$ cat src/rtl/mix_cols_engine_pkg.sv
// AES shared types and GF(2^8) helpers for the
// MixColumns / InvMixColumns engine.
package aes_pkg;

  localparam int AES_BLOCK_W = 128;
  localparam int AES_COL_W   = 32;

  typedef enum logic {
    MIX_FWD = 1'b0,
    MIX_INV = 1'b1
  } mix_mode_e;

  function automatic logic [7:0] xtime(
    input logic [7:0] b
  );
    return {b[6:0], 1'b0} ^ (b[7] ? 8'h1b : 8'h00);
  endfunction

  // coef is at most 4 bits wide: MixColumns only needs 01..0e
  function automatic logic [7:0] gf_mul(
    input logic [7:0] b,
    input logic [3:0] coef
  );
    logic [7:0] x2;
    logic [7:0] x4;
    logic [7:0] x8;
    x2 = xtime(b);
    x4 = xtime(x2);
    x8 = xtime(x4);
    return ({8{coef[0]}} & b)
         ^ ({8{coef[1]}} & x2)
         ^ ({8{coef[2]}} & x4)
         ^ ({8{coef[3]}} & x8);
  endfunction

endpackage

$ cat src/rtl/mix_cols_engine_if.sv
// Producer/consumer handshake bundle for the
// MixColumns engine.
interface mix_cols_engine_if;
  import aes_pkg::*;

  logic                   in_valid;
  logic                   in_ready;
  logic                   mode;
  logic [AES_BLOCK_W-1:0] data_in;
  logic                   out_valid;
  logic                   out_ready;
  logic [AES_BLOCK_W-1:0] data_out;

  modport master (
    output in_valid,
    output mode,
    output data_in,
    output out_ready,
    input  in_ready,
    input  out_valid,
    input  data_out
  );

  modport slave (
    input  in_valid,
    input  mode,
    input  data_in,
    input  out_ready,
    output in_ready,
    output out_valid,
    output data_out
  );

endinterface

$ cat src/rtl/mix_cols_engine_mix_single_column.sv
// Combinational transform of one 32-bit column,
// forward or inverse MixColumns.
module mix_single_column
  import aes_pkg::*;
(
  input  mix_mode_e              mode_i,
  input  logic [AES_COL_W-1:0]   col_i,
  output logic [AES_COL_W-1:0]   col_o
);

  logic [7:0] a [4];
  logic [3:0] k [4];
  logic [7:0] acc;

  always_comb begin
    for (int i = 0; i < 4; i++) begin
      a[i] = col_i[31-8*i -: 8];
    end
    if (mode_i == MIX_INV) begin
      k[0] = 4'he;
      k[1] = 4'hb;
      k[2] = 4'hd;
      k[3] = 4'h9;
    end else begin
      k[0] = 4'h2;
      k[1] = 4'h3;
      k[2] = 4'h1;
      k[3] = 4'h1;
    end
    col_o = '0;
    acc   = '0;
    // row r uses the coefficient vector rotated right by r
    for (int r = 0; r < 4; r++) begin
      acc = '0;
      for (int j = 0; j < 4; j++) begin
        acc = acc ^ gf_mul(a[j], k[(j - r + 4) % 4]);
      end
      col_o[31-8*r -: 8] = acc;
    end
  end

endmodule

$ cat src/rtl/mix_cols_engine.sv
// Round-pipeline MixColumns/InvMixColumns engine,
// COLS_PER_CYCLE columns per clock, valid/ready both sides.
module mix_cols_engine
  import aes_pkg::*;
#(
  parameter int COLS_PER_CYCLE = 4
) (
  input  logic             clk,
  input  logic             rst,
  mix_cols_engine_if.slave io,
  output logic             busy
);

  localparam int C = COLS_PER_CYCLE;
  localparam int N = 4 / C;

  if (!(C == 1 || C == 2 || C == 4)) begin : g_bad_cfg
    $error("COLS_PER_CYCLE must be 1, 2 or 4");
  end

  typedef enum logic [1:0] {
    S_IDLE = 2'd0,
    S_BUSY = 2'd1,
    S_DONE = 2'd2
  } state_e;

  state_e                 state_q, state_d;
  logic [1:0]             cnt_q, cnt_d;
  logic [AES_BLOCK_W-1:0] data_q, data_d;
  logic [AES_BLOCK_W-1:0] out_q, out_d;
  mix_mode_e              mode_q, mode_d;

  logic                   accept;
  logic                   last;
  logic [AES_BLOCK_W-1:0] mixed;
  logic [AES_COL_W-1:0]   cols       [4];
  logic [AES_COL_W-1:0]   mixed_cols [4];
  logic [AES_COL_W-1:0]   col_in     [C];
  logic [AES_COL_W-1:0]   col_out    [C];
  logic [1:0]             col_idx    [C];

  for (genvar c = 0; c < 4; c++) begin : g_split
    assign cols[c] = data_q[127-32*c -: 32];
  end

  for (genvar i = 0; i < C; i++) begin : g_lane
    localparam logic [1:0] LANE = 2'(i);
    assign col_idx[i] = (C == 1) ? cnt_q :
                        (C == 2) ? {cnt_q[0], LANE[0]} :
                                   LANE;
    assign col_in[i]  = cols[col_idx[i]];

    mix_single_column u_col (
      .mode_i (mode_q),
      .col_i  (col_in[i]),
      .col_o  (col_out[i])
    );
  end

  // columns not touched this cycle pass through unchanged
  always_comb begin
    for (int c = 0; c < 4; c++) begin
      mixed_cols[c] = cols[c];
    end
    for (int i = 0; i < C; i++) begin
      mixed_cols[col_idx[i]] = col_out[i];
    end
    mixed = {mixed_cols[0], mixed_cols[1],
             mixed_cols[2], mixed_cols[3]};
  end

  assign io.in_ready  = (state_q == S_IDLE) ||
                        (state_q == S_DONE && io.out_ready);
  assign io.out_valid = (state_q == S_DONE);
  assign io.data_out  = out_q;
  assign busy         = (state_q == S_BUSY);

  assign accept = io.in_valid && io.in_ready;
  assign last   = (cnt_q == 2'(N - 1));

  always_comb begin
    state_d = state_q;
    cnt_d   = cnt_q;
    data_d  = data_q;
    mode_d  = mode_q;
    out_d   = out_q;
    unique case (state_q)
      S_IDLE: begin
        if (accept) begin
          state_d = S_BUSY;
          cnt_d   = '0;
          data_d  = io.data_in;
          mode_d  = mix_mode_e'(io.mode);
        end
      end
      S_BUSY: begin
        data_d = mixed;
        if (last) begin
          state_d = S_DONE;
          cnt_d   = '0;
          out_d   = mixed;
        end else begin
          cnt_d = cnt_q + 2'd1;
        end
      end
      S_DONE: begin
        if (accept) begin
          state_d = S_BUSY;
          cnt_d   = '0;
          data_d  = io.data_in;
          mode_d  = mix_mode_e'(io.mode);
        end else if (io.out_ready) begin
          state_d = S_IDLE;
        end
      end
      default: begin
        state_d = S_IDLE;
        cnt_d   = '0;
      end
    endcase
  end

  always_ff @(posedge clk or negedge rst) begin
    if (!rst) begin
      state_q <= S_IDLE;
      cnt_q   <= '0;
      data_q  <= '0;
      out_q   <= '0;
      mode_q  <= MIX_FWD;
    end else begin
      state_q <= state_d;
      cnt_q   <= cnt_d;
      data_q  <= data_d;
      out_q   <= out_d;
      mode_q  <= mode_d;
    end
  end

endmodule

$ cat src/flat_wrapper.sv
// flat-port wrapper written by rule: the top's interface ports become plain ports
module mix_cols_engine_flat import aes_pkg::*;
#(
  parameter int COLS_PER_CYCLE = 4
)
  (clk, rst, busy, io_in_valid, io_mode, io_data_in, io_out_ready, io_in_ready, io_out_valid, io_data_out);
  mix_cols_engine_if io_i ();
  input  logic clk;
  input  logic rst;
  output logic busy;
  input wire logic [$bits(io_i.in_valid)-1:0] io_in_valid;
  input wire logic [$bits(io_i.mode)-1:0] io_mode;
  input wire logic [$bits(io_i.data_in)-1:0] io_data_in;
  input wire logic [$bits(io_i.out_ready)-1:0] io_out_ready;
  output wire logic [$bits(io_i.in_ready)-1:0] io_in_ready;
  output wire logic [$bits(io_i.out_valid)-1:0] io_out_valid;
  output wire logic [$bits(io_i.data_out)-1:0] io_data_out;
  assign io_i.in_valid = io_in_valid;
  assign io_i.mode = io_mode;
  assign io_i.data_in = io_data_in;
  assign io_i.out_ready = io_out_ready;
  assign io_in_ready = io_i.in_ready;
  assign io_out_valid = io_i.out_valid;
  assign io_data_out = io_i.data_out;
  mix_cols_engine #(.COLS_PER_CYCLE(COLS_PER_CYCLE)) u_core (.clk(clk), .rst(rst), .io(io_i), .busy(busy));
endmodule
$ cat config.mk
export PLATFORM = sky130hd
export DESIGN_NAME = mix_cols_engine_flat
export DESIGN_NICKNAME = d
export VERILOG_FILES = /design/src/rtl/mix_cols_engine_pkg.sv /design/src/rtl/mix_cols_engine_if.sv /design/src/rtl/mix_cols_engine_mix_single_column.sv /design/src/rtl/mix_cols_engine.sv /design/src/flat_wrapper.sv
export SDC_FILE = /design/constraint.sdc
export NUM_CORES = 1
export LEC_CHECK = 0
export BUFFER_PORTS_ARGS = -buffer_cell sky130_fd_sc_hd__clkbuf_2
export CAP_MARGIN = 20
export CELL_PAD_IN_SITES_DETAIL_PLACEMENT = 2
export CELL_PAD_IN_SITES_GLOBAL_PLACEMENT = 2
export CORE_MARGIN = 3
export CORE_UTILIZATION = 34
export DETAILED_ROUTE_END_ITERATION = 6
export GPL_TIMING_DRIVEN = 0
export PLACE_DENSITY_LB_ADDON = 0.1
export SYNTH_ARGS = -nofsm -noshare
export SYNTH_HDL_FRONTEND = slang
export SYNTH_SLANG_ARGS = --single-unit
$ cat constraint.sdc
create_clock -name clk -period 2.7 [get_ports clk]
set_input_delay 0.54 -clock clk [delete_from_list [all_inputs] [get_ports clk]]
set_output_delay 0.54 -clock clk [all_outputs]
set_load 0.02 [all_outputs]
======== Yosys cells after proc, flatten, opt, wreduce, memory -nomap -nowiden ========
Index checks and enable logic that the tools add are counted.
operators by class
  reductions and logical operators ........ 11
  $add $sub $neg .......................... 1
  multiplexer cells ....................... 59
  equality and inequality tests ........... 6
  bitwise operators ....................... 544
operators with widths
  cell                                            number
  AND 8 bit                                       256
  bitwise XOR 8 bit                               244
  bitwise XOR 8 x 5 -> 8 bit                      44
  one-hot mux 128 bit (2 select lines)            1
  two-way mux 5 bit                               48
  two-way mux 128 bit                             1
  two-way mux 16 bit                              1
  two-way mux 2 bit                               6
  != test 2 x 1 -> 1 bit (second input constant)  3
  one-hot mux 2 bit (3 select lines)              1
  AND reduction 2 bit                             3
  logical NOT 2 bit                               2
  one-hot mux 2 bit (2 select lines)              1
  != test 3 x 2 -> 1 bit (second input constant)  1
  AND reduction 3 bit                             1
  adder 2 x 1 -> 2 bit (second input constant)    1
  == test 2 x 1 -> 1 bit (second input constant)  1
  == test 2 bit (second input constant)           1
  logical AND 1 bit                               2
  nonzero test 2 bit                              1
  OR reduction 2 bit                              1
  logical OR 1 bit                                1
storage, ports and cells
  output and inout bits ................... 131
  register bits after elaboration ......... 261
  logic and storage cells ................. 626
  input port bits ......................... 133

======== Depth between registers and ports, before layout ========
Gate-level depths: netlist of the first run.
  word-level depth ........................ 12
  gate-level depth with buffers ........... 10
  depth with buffers taken out ............ 7

======== Hierarchy ========
From an unflattened synthesis of the first run, not the netlist that was laid out.
unflattened totals
  cell total of the unflattened synthesis .. 1,769
  area, all modules ....................... 21,170.3 um^2
modules (own cells, without submodules)
  module             area an instance (um^2)  sequential area each (um^2)  cells each  instances
  mix_cols_engine    11,806.3                 6,531.3                      709         1
  mix_single_column  2,341.0                  0.0                          265         4

======== Least setup slack after synthesis of the first run ========
OpenSTA, ideal clock, no wires.
  path kind ............................... input-to-reg
  from .................................... input port io_out_ready
  to ...................................... register u_core.out_q[121] (netlist: u_core.io.data_out[121])
  path buffers ............................ 3
  arrival ................................. 2,505 ps
  setup slack ............................. 71 ps
  data required time ...................... 2,575 ps
  stages .................................. 9
  setup time .............................. 125 ps
  path through ............................ inv_1 > o21ai_0 > nand2_1 > clkinv_1 > nand2_1 > clkbuf_1 > clkbuf_1 > clkbuf_1 > mux2_2
RTL lines
  element               RTL line                source
  from (decl)           flat_wrapper.sv:14      input wire logic [$bits(io_i.out_ready)-1:0] io_out_ready;
  to (signal assigned)  mix_cols_engine.sv:134  out_q <= out_d;
  to (decl)             mix_cols_engine.sv:30   logic [AES_BLOCK_W-1:0] out_q, out_d;

======== Final worst setup path of the first run ========
  from .................................... register u_core.mode_q
  to ...................................... register u_core.data_q[18] (netlist: u_core.cols[18])
on the way
  cells in the longest elaborated chain, start to end .. 8
  elaborated cells on any way between the ends .. 17
  classes of those cells .................. 2 x mux; 15 x bitwise
ends and longest elaborated chain
  element                                   RTL line                                 source
  from (decl)                               mix_cols_engine.sv:31                    mix_mode_e mode_q, mode_d;
  from (signal assigned)                    mix_cols_engine.sv:135                   mode_q <= mode_d;
  two-way mux 16 bit (*)                    mix_cols_engine_mix_single_column.sv:19  if (mode_i == MIX_INV) begin
  AND 8 bit                                 mix_cols_engine_pkg.sv:32                ^ ({8{coef[2]}} & x4)
  bitwise XOR 8 bit                         mix_cols_engine_pkg.sv:32
  bitwise XOR 8 bit                         mix_cols_engine_pkg.sv:33                ^ ({8{coef[3]}} & x8);
  bitwise XOR 8 bit (2 in series)           mix_cols_engine_mix_single_column.sv:36  acc = acc ^ gf_mul(a[j], k[(j - r + 4) % 4]);
  bitwise XOR 8 bit (*)                     mix_cols_engine_mix_single_column.sv:36
  one-hot mux 128 bit (2 select lines) (*)  mix_cols_engine.sv:87                    unique case (state_q)
  to (signal assigned)                      mix_cols_engine.sv:133                   data_q <= data_d;
  to (decl)                                 mix_cols_engine.sv:29                    logic [AES_BLOCK_W-1:0] data_q, data_d;
Mark *: on every way between the ends. The rest lies on a longest branch, timed or not.
A chain may end at the register's enable or synchronous reset.

==> results of run 1 <==
metal layers:
metal,track usage [%],vias to the layer above
met2,45.4,434
met1,37.6,8777
met5,0,-
met3,4.33,136
met4,9.87,2
li1,-,7415
kinds of logic (layout without fill, tap and decap cells):
kind of cell / Yosys count / count (layout) / synth area share [%]
compound gates: 360 / 360 / 9.69
fa+ha+maj: 2 / 2 / 0.121
simple gates: 358 / 358 / 6.80
buf+inv: 201 / 532 / 3.98
flops: 261 / 261 / 31.6
mux: 87 / 87 / 4.57
xor+xnor: 838 / 838 / 43.3
path summary, 6_finish.rpt:
path,from,endpoint,slack [ns]
hold reg to reg,u_core.io.data_out[110],u_core.io.data_out[110],0.48
min in group asynchronous,rst,u_core.io.data_out[1],0.53
setup / recovery,u_core.mode_q,u_core.cols[18],0.04
max in group asynchronous,rst,u_core.io.data_out[64],1.01
hold / removal,io_data_in[11],u_core.cols[11],0.28
setup reg to reg,u_core.mode_q,u_core.cols[18],0.04
worst reg2reg max path: stages (launching register included):
cell and delay, ns:
dfrtp_1 0.43, buf_6 0.24, buf_8 0.23, clkbuf_8 0.27, clkbuf_8 0.27, clkbuf_8 0.25
buf_8 0.17, nand2_1 0.11, xnor2_2 0.25, a21oi_1 0.14, a21o_1 0.19
synthesized netlist by cell type (4+ instances only):
master / n / area [µm²]
a211oi_1: 11 / 82.6
a21o_1: 46 / 345
a21oi_1: 125 / 626
and3_1: 9 / 56.3
buf_1: 21 / 78.8
buf_2: 40 / 200
clkbuf_1: 130 / 488
dfrtp_1: 261 / 6530
mux2_2: 56 / 631
mux2i_1: 30 / 300
nand2_1: 240 / 901
nand3_1: 4 / 20.0
nor2_1: 89 / 334
nor3_1: 4 / 20.0
o21a_1: 6 / 45.0
o21ai_0: 124 / 621
o21ai_1: 27 / 135
o22ai_1: 14 / 87.6
xnor2_1: 545 / 4770
xnor2_2: 4 / 65.1
xnor3_1: 83 / 1870
xor2_1: 175 / 1530
xor2_2: 6 / 97.6
xor3_1: 20 / 475
timing repair:
| action | CTS | global route |
|---|---|---|
| pin swaps | 16 | 17 |
| hold buffers | 1 | 0 |
| resized for setup | 189 | 80 |
| endpoints found under the hold margin | 35 | 0 |
| setup endpoints to repair | 258 | 173 |
| buffers inserted | 10 | 17 |
cell type report:
class / instances / area, µm²
Buffer: 170 / 970
Fill cell: 6281 / 34000
Tap cell: 773 / 967
Multi-Input combinational cell: 1645 / 14300
Clock inverter: 8 / 144
Timing Repair Buffer: 299 / 1710
Sequential cell: 261 / 6540
Clock buffer: 49 / 988
Inverter: 6 / 28.8
cells in the final DEF (no fill, tap or decap), types with 45 or more instances in the layout:
master and n:
nand2_1 238, clkbuf_2 287, xnor2_1 484, xnor3_1 76, nor2_1 89, buf_4 45, o21ai_0 123, xor2_1 153
a21oi_1 124, mux2_2 56, dfrtp_1 257, a21o_1 46, xnor2_2 52, clkbuf_1 79
sequential cells by signal, indices dropped and copies added, names as in the netlist:
name	flops
u_core.mode_q	1
u_core.cols	128
u_core.io.data_out	128
u_core.cnt_q	2
u_core.state_q	2
stage by stage:
| stage | std cells | hold WS, ns | worst slack, ns | utilization (%) |
|---|---|---|---|---|
| global route | 3211 | 0.303 | -0.0112 | 43.0 |
| detailed placement | 3151 | 0.472 | -2.60 | 38.8 |
| floorplan | 2107 | 0.244 | 0.0708 | - |
| CTS | 3208 | 0.257 | -0.0135 | 42.2 |
| finish | 3211 | 0.281 | 0.0383 | 43.0 |
| global placement | 3143 | 0.465 | -4.97 | 38.5 |
==> flow_metrics.py, run 1 <==
metrics = {
    "floorplan": {
        "core_area_um2": 59600,
        "initial_utilization_pct": 34.7,
        "fp.dieW_um": 253,
        "rows": 89,
        "ios": 264,
        "die_area_um2": 63800,
        "dieHeight_um": 253,
    },
    "setup_path": {
        "cp_num_buf_inv": 6,
        "cp.required_ns": 3.14,
        "worst-path-stages": 10,
        "end_kind": "register",
        "crit_fanout": 10,
        "arrival_ns": 3.10,
        "path_cells": "buf_6 > buf_8 > clkbuf_8 > clkbuf_8 > clkbuf_8 > buf_8 > nand2_1 > xnor2_2 > a21oi_1 > a21o_1",
        "crit_type": "reg -> reg",
        "crit_path_frequent_cell": "clkbuf_8",
        "startpoint_type": "register",
        "critPathSlowestCell": "dfrtp_1",
        "cpLargestDelayFamily": "buffers and inverters",
        "ff2ff_path_depth": 10,
        "slowest_delay_ns": 0.43,
    },
    "synthesis": {
        "yosysUniqueCellTypes": 43,
        "synth_seq_cells": 261,
        "ys_seq_area_share_pct": 31.6,
        "synth-main-ff-cell": "dfrtp_1",
        "syn_area_um2": 20700,
        "async_reset_ff_share_pct": 100,
        "synth_edf_count": 0,
        "synth_nets": 2242,
        "synth_cells": 2107,
        "syn_avg_cell_area_um2": 9.81,
        "yosysWarnings": 0,
    },
    "detailed_routing": {
        "ant_nets": 0,
        "met3RoutedLength_mm": 4.27,
        "met2_length_mm": 42.2,
        "wl_mm": 89.5,
        "first_pass_iters": 4,
        "drt-met1-wl_mm": 40.0,
        "drtIter0Drc": 848,
        "post_drt_wl_per_cell_um": 27.9,
        "highest_layer": "met5",
        "num_vias": 16764,
        "routed_via_density": 5.22,
        "drcViolationCount": 0,
    },
    "cts": {
        "htree_levels": 2,
        "cts_tree": "done",
        "cts_buffers": 34,
        "clkSlewWorstSetupHoldPaths_ns": 0.06,
        "cts.sinks": 261,
        "cts_buffer_depth": 3,
        "worstSkewPairLatency_ns": 0.56,
        "cts_root_buf": "clkbuf_16",
    },
    "timing": {
        "finalMaxSlewViolations": 0,
        "slew_headroom_pct": 25.5,
        "rsz0062_at_grt": "true",
        "max_freq_mhz": 376,
        "setup_viol": 0,
        "tns_ns": 0,
        "clock_skew_ns": 0.0256,
        "period_share_pct": 98.6,
        "worstMarginPinSlew_ns": 1.12,
        "min_period_ns": 2.66,
        "finalHoldViolCount": 0,
    },
    "placement": {
        "place.gp.congestion": 0.875,
        "portBuffers": 263,
        "dp_hpwl_mm": 68.3,
        "placed_cell_area_um2": 23100,
    },
    "worst_hold_path": {
        "whs_path_depth": 3,
        "worstHoldPathType": "in -> reg",
    },
    "layout": {
        "final_area_um2": 25600,
        "layout-drive-gt1-share_pct": 25.2,
        "finish.net_count": 2552,
        "areaGrowthSynthToFinish_pct": 23.8,
        "antenna_cells": 0,
    },
    "global_route": {
        "first_global_vias": 18562,
        "grt_pass1_wl_mm": 129,
        "antenna_found_initial": 4,
        "grt_max_degree": 73,
        "grt-ovfl-total": 0,
        "grt_usage_pct": 27.8,
    },
    "job": {
        "cap_violations": 0,
    },
    "status": {
        "outcome": "finished clean",
    },
}
Power of run 1 is not shown: default switching activity piles up to over one toggle a cycle in this logic, so the estimate is an artifact.
==> inputs of run 2 (changes only) <==
--- a/config.mk
+++ b/config.mk
@@ -10,10 +10,11 @@
 export CELL_PAD_IN_SITES_DETAIL_PLACEMENT = 2
 export CELL_PAD_IN_SITES_GLOBAL_PLACEMENT = 2
 export CORE_MARGIN = 3
-export CORE_UTILIZATION = 34
+export CORE_UTILIZATION = 36
 export DETAILED_ROUTE_END_ITERATION = 6
 export GPL_TIMING_DRIVEN = 0
 export PLACE_DENSITY_LB_ADDON = 0.1
 export SYNTH_ARGS = -nofsm -noshare
 export SYNTH_HDL_FRONTEND = slang
+export SYNTH_HIERARCHICAL = 1
 export SYNTH_SLANG_ARGS = --single-unit
==> run 2 against run 1 <==
  * The flow now finishes with violations (setup timing)
  * Die area shrank 3.2%
  * Largest cell class unchanged
  * Clock skew shrank 0.017 ns
  * Hold slack lost 0.19 ns
  * Synthesized cell count shrank 16%
  * Count of clock-buffer cells in the layout grew 1
  * Via count shrank 16%
  * Register-to-register slack lost 0.09 ns
  * Non-clock buffer count grew 6
==> flow_metrics.py, run 2 <==
metrics = {
    "status": {
        "outcome": "complete, but fails checks",
        "violations": "setup timing",
    },
    "job": {
        "cap_violations": 0,
    },
    "cts": {
        "cts.sinks": 261,
        "cts_hold_buffers": 0,
        "htree_levels": 2,
        "cts_root_buf": "clkbuf_16",
        "clkSlewWorstSetupHoldPaths_ns": 0.05,
        "worstSkewPairLatency_ns": 0.55,
        "cts_buffer_depth": 3,
        "cts_tree": "done",
        "cts_buffers": 35,
    },
    "timing": {
        "min_period_ns": 2.75,
        "period_share_pct": 102,
        "clock_skew_ns": 0.00855,
        "setup_ws_ns": -0.0506,
        "max_freq_mhz": 364,
        "slew_headroom_pct": 36.3,
        "setup_viol": 4,
        "finalMaxSlewViolations": 0,
        "tns_ns": -0.0818,
        "finalHoldViolCount": 0,
        "rsz0062_at_grt": "true",
        "worstMarginPinSlew_ns": 0.956,
    },
    "placement": {
        "dp_hpwl_mm": 50.3,
        "place.gp.congestion": 0.825,
        "portBuffers": 263,
    },
    "floorplan": {
        "initial_utilization_pct": 36.6,
        "fp.dieW_um": 249,
        "ios": 264,
        "dieHeight_um": 249,
        "rows": 88,
        "core_area_um2": 57900,
        "die_area_um2": 61800,
    },
    "detailed_routing": {
        "post_drt_wl_per_cell_um": 23.6,
        "routed_via_density": 4.76,
        "ant_nets": 0,
        "first_pass_iters": 4,
        "drtIter0Drc": 372,
        "num_vias": 14060,
        "wl_mm": 69.8,
        "drcViolationCount": 0,
    },
    "synthesis": {
        "yosysWarnings": 6,
        "synth_cells": 1769,
        "yosys.area.top_type": "dfrtp_1",
        "ys_seq_area_share_pct": 30.9,
        "synth_common_cells": "592 x xnor2_1, 285 x mux2_2, 261 x dfrtp_1",
        "synthTopCellsByArea": "dfrtp_1 31%, xnor2_1 24%, mux2_2 15%",
        "async_reset_ff_share_pct": 100,
        "synth-main-ff-cell": "dfrtp_1",
        "syn_avg_cell_area_um2": 12.0,
        "yosysTopAreaCellShare_pct": 30.9,
        "synth_edf_count": 0,
        "synth_seq_cells": 261,
        "syn_area_um2": 21200,
        "yosysUniqueCellTypes": 31,
        "synth_nets": 1904,
        "yosysMostFrequentCell": "xnor2_1",
    },
    "layout": {
        "fillers": 5795,
        "final_common_cell": "xnor2_1",
        "antenna_cells": 0,
        "layout_common_cells": "496 x xnor2_1, 276 x mux2_2, 265 x clkbuf_2",
        "areaGrowthSynthToFinish_pct": 28.9,
        "seqCellArea_um2": 6540,
        "finish.net_count": 2297,
        "layout-drive-gt1-share_pct": 50.9,
        "multi_input_area_um2": 15400,
        "utilization_pct": 47.1,
    },
    "setup_path": {
        "reg2reg_to": "u_core/cols[43]",
        "startpoint_type": "register",
        "timing.rr.start": "u_core/cols[37]",
        "crit_type": "reg -> reg",
        "cp.required_ns": 3.13,
        "crit_fanout": 5,
        "ff2ff_setup_slack_ns": -0.05,
        "ff2ff_path_depth": 9,
        "arrival_ns": 3.18,
        "end_kind": "register",
    },
    "global_route": {
        "grt_usage_pct": 21.6,
        "grt_pass1_wl_mm": 103,
        "grt_max_degree": 102,
        "antenna_found_initial": 4,
        "first_global_vias": 16011,
        "grt-ovfl-total": 0,
    },
    "worst_hold_path": {
        "worstHoldPathType": "in -> async",
    },
}
==> run 2: cell count changes after synthesis, sizes merged, moves of 11 or more <==
cell    delta
xnor3     -53
mux2     +329
clkbuf   -105
a21oi    -123
o21ai    -149
a211oi    -11
xnor2     +73
buf       +25
nand2    -123
xor3      -20
mux2i     -27
o22ai     -15
nor2      -88
a21o      -46
==> run 2: logic make-up (layout without fill, tap and decap cells) <==
group / count (synthesis) / in the layout / share of synthesized area [%]
buf+inv: 123 / 540 / 4.61
xor+xnor: 848 / 848 / 39.0
compound gates: 6 / 6 / 0.195
fa+ha+maj: 2 / 2 / 0.118
flops: 261 / 261 / 30.9
simple gates: 140 / 140 / 2.78
mux: 389 / 389 / 22.4
==> run 2: repair_timing <==
item | 4_1_cts | 5_1_grt
resized for setup | 169 | 143
pin swaps | 34 | 64
cloned | 0 | 1
endpoints found under the setup margin | 231 | 61
setup buffers | 19 | 71
endpoints found under the hold margin | 0 | 0
==> run 2: critical path: stages (launching register included) <==
cell and delay (ns):
dfrtp_1 0.39, buf_6 0.15, xnor2_4 0.24, xnor3_2 0.54, xnor2_2 0.21, nand2_1 0.11
xor2_2 0.19, xnor3_1 0.26, mux2_4 0.27, mux2_4 0.26
==> run 2: per-layer routing <==
layer | up-vias | routed length, µm | track usage, %
met5 | - | 40 | 0
met4 | 6 | 1470 | 5.19
met3 | 80 | 2970 | 4.00
met2 | 249 | 35200 | 37.1
met1 | 7241 | 30100 | 28.1
li1 | 6484 | - | -
==> run 2: through the flow <==
stage | hold slack (ns) | setup WS [ns] | std cells | cell area (µm²)
after global placement | 0.483 | -4.91 | 2797 | 23400
after detailed placement | 0.490 | -0.706 | 2799 | 23500
final | 0.0898 | -0.0506 | 2951 | 27300
after floorplan | 0.244 | 0.00374 | 1769 | 21200
after global routing | 0.134 | -0.175 | 2951 | 27300
after CTS | 0.0941 | 0.000546 | 2879 | 25900
==> run 2: final cells by class <==
class | instances | area share [%]
plain buffers | 119 | 4.10
clock buffers | 50 | 3.83
clock inverters | 11 | 0.504
inverters | 4 | 0.0550
multi-input cells | 1385 | 56.4
flip-flops and latches | 261 | 24.0
well taps | 765 | 3.51
repair buffers | 356 | 7.67
==> run 2: how the worst max path moves through the flow <==
stage,endpoint,start,depth (start not counted)
global placement,u_core/cols[118],rst,1
detailed placement,u_core/cols[58],u_core/mode_q,8
CTS,u_core/cols[67],u_core/cols[64],10
finish,u_core/cols[43],u_core/cols[37],9
floorplan,u_core/cols[107],u_core/cols[109],9
global route,u_core/cols[43],u_core/cols[37],9
Power of run 2 is left out for the same reason.
==> inputs of run 3 (changes only) <==
--- a/config.mk
+++ b/config.mk
@@ -13,7 +13,7 @@
 export CORE_UTILIZATION = 36
 export DETAILED_ROUTE_END_ITERATION = 6
 export GPL_TIMING_DRIVEN = 0
-export PLACE_DENSITY_LB_ADDON = 0.1
+export PLACE_DENSITY = 0.88
 export SYNTH_ARGS = -nofsm -noshare
 export SYNTH_HDL_FRONTEND = slang
 export SYNTH_HIERARCHICAL = 1
==> run 3 against run 2 <==
  * Global-route usage increased by 2.8 points
  * Via count grew 10%
  * Die area did not move
  * Highest routed layer unchanged
  * Critical path depth unchanged
  * First-iteration DRC count increased by 120%
  * Cell count rose by 2.2%
  * Clock skew rose by 0.0071 ns
  * Non-clock buffer count grew 69
  * The flow still finishes with violations (setup timing)
  * Utilization is 2.4 points higher
  * Worst setup slack worse by 0.19 ns
  * Flip-flop and latch count stayed put
==> flow_metrics.py, run 3 (synthesis gave the netlist of run 2 again) <==
metrics = {
    "status": {
        "outcome": "complete, but fails checks",
        "violations": "setup timing",
    },
    "cts": {
        "clkSlewWorstSetupHoldPaths_ns": 0.07,
        "htree_levels": 1,
        "cts_tree": "done",
        "cts_buffers": 31,
        "worstSkewPairLatency_ns": 0.60,
        "cts.sinks": 261,
        "cts_buffer_depth": 3,
        "cts_root_buf": "clkbuf_16",
    },
    "layout": {
        "final_area_um2": 28700,
        "stdcell_count": 3015,
        "fillers": 5585,
        "final_common_cell": "xnor2_1",
        "layout-drive-gt1-share_pct": 55.3,
        "finish.net_count": 2362,
        "layout_common_cells": "453 x xnor2_1, 268 x clkbuf_2, 252 x dfrtp_1",
        "areaGrowthSynthToFinish_pct": 35.5,
        "antenna_cells": 0,
    },
    "timing": {
        "clock_skew_ns": 0.0157,
        "worstMarginPinSlew_ns": 1.04,
        "setup_viol": 68,
        "slew_headroom_pct": 30.5,
        "finalHoldViolCount": 0,
        "rsz0062_at_grt": "true",
        "finalMaxSlewViolations": 0,
        "period_share_pct": 109,
        "min_period_ns": 2.94,
        "max_freq_mhz": 340,
        "setup_ws_ns": -0.237,
    },
    "setup_path": {
        "startpoint_type": "register",
        "arrival_ns": 3.42,
        "cp.required_ns": 3.18,
        "end_kind": "register",
        "ff2ff_setup_slack_ns": -0.24,
        "path_cells": "buf_4 > xnor2_4 > xnor2_4 > xnor2_2 > nand2_1 > xnor2_2 > xnor3_2 > mux2_4 > mux2_4",
        "critPathSlowestCell": "dfrtp_1",
        "crit_fanout": 7,
        "slowest_delay_ns": 0.41,
        "crit_type": "reg -> reg",
    },
    "global_route": {
        "grt-ovfl-total": 0,
        "grt_usage_pct": 24.4,
        "grt_max_degree": 106,
        "first_global_vias": 17117,
        "antenna_found_initial": 2,
        "grt_pass1_wl_mm": 116,
    },
    "detailed_routing": {
        "wl_mm": 93.8,
        "first_pass_iters": 5,
        "drcViolationCount": 0,
        "post_drt_wl_per_cell_um": 31.1,
        "drtIter0Drc": 805,
        "num_vias": 15490,
        "ant_nets": 0,
        "routed_via_density": 5.14,
    },
    "floorplan": {
        "core_area_um2": 57900,
        "dieHeight_um": 249,
        "die_area_um2": 61800,
        "initial_utilization_pct": 36.6,
        "fp.dieW_um": 249,
        "ios": 264,
        "rows": 88,
    },
    "placement": {
        "portBuffers": 263,
        "placed_cell_area_um2": 23500,
        "dp_hpwl_mm": 54.4,
        "place_inst": 2799,
        "place.gp.congestion": 0.878,
    },
    "worst_hold_path": {
        "worstHoldPathType": "in -> reg",
    },
    "job": {
        "cap_violations": 0,
    },
}
## run 3: final timing paths
check                                            from                     end  depth (start not counted)
worst min-delay path                     io_out_ready       u_core/state_q[1]                          2
worst max register to register       u_core/cols[119]        u_core/cols[107]                          9
max in group asynchronous                         rst        u_core/cols[117]                          3
worst min register to register  u_core/io.data_out[1]   u_core/io.data_out[1]                          1
worst max-delay path                 u_core/cols[119]        u_core/cols[107]                          9
min in group asynchronous                         rst  u_core/io.data_out[39]                          2
## run 3: repair_timing
item	in CTS	in global routing
pin swaps	49	104
hold buffers	1	0
endpoints found under the setup margin	256	83
setup buffers	26	135
gates resized for setup	212	263
hold endpoints to repair	57	0
## run 3: final cells by class
class	count	area [µm²]	share of cell area [%]
Buffer	117	1230	4.27
Clock buffer	45	918	3.20
Clock inverter	11	109	0.379
Inverter	4	15.0	0.0523
Multi-Input combinational cell	1385	16200	56.6
Sequential cell	261	6540	22.8
Tap cell	765	957	3.34
Timing Repair Buffer	427	2680	9.34
## run 3: worst max-delay path, delay by kind of cell (launching register included)
family | cells | cell delay, ns
flops | 1 | 0.41
mux | 2 | 0.54
simple gates | 1 | 0.18
xor+xnor | 5 | 1.43
buf+inv | 1 | 0.24
## run 3: stage by stage
step / hold slack [ns] / setup WS [ns] / utilization [%] / TNS [ns]
2_1_floorplan: 0.244 / 0.00374 / - / 0
3_3_place_gp: 0.483 / -4.69 / 40.5 / -1288.66
3_5_place_dp: 0.494 / -0.849 / 40.6 / -97.00
4_1_cts: 0.116 / -0.00584 / 45.0 / -0.00942
5_1_grt: 0.193 / -0.290 / 49.5 / -10.52
6_report: 0.156 / -0.237 / 49.5 / -5.73
## run 3: layer usage
metal / global-route usage, % / vias up / wire, µm
li1: - / 6603 / -
met1: 30.0 / 8215 / 37100
met2: 44.3 / 468 / 49200
met3: 3.80 / 200 / 3660
met4: 6.85 / 4 / 3790
met5: 0 / - / 27
Power of run 3 is left out for the same reason.
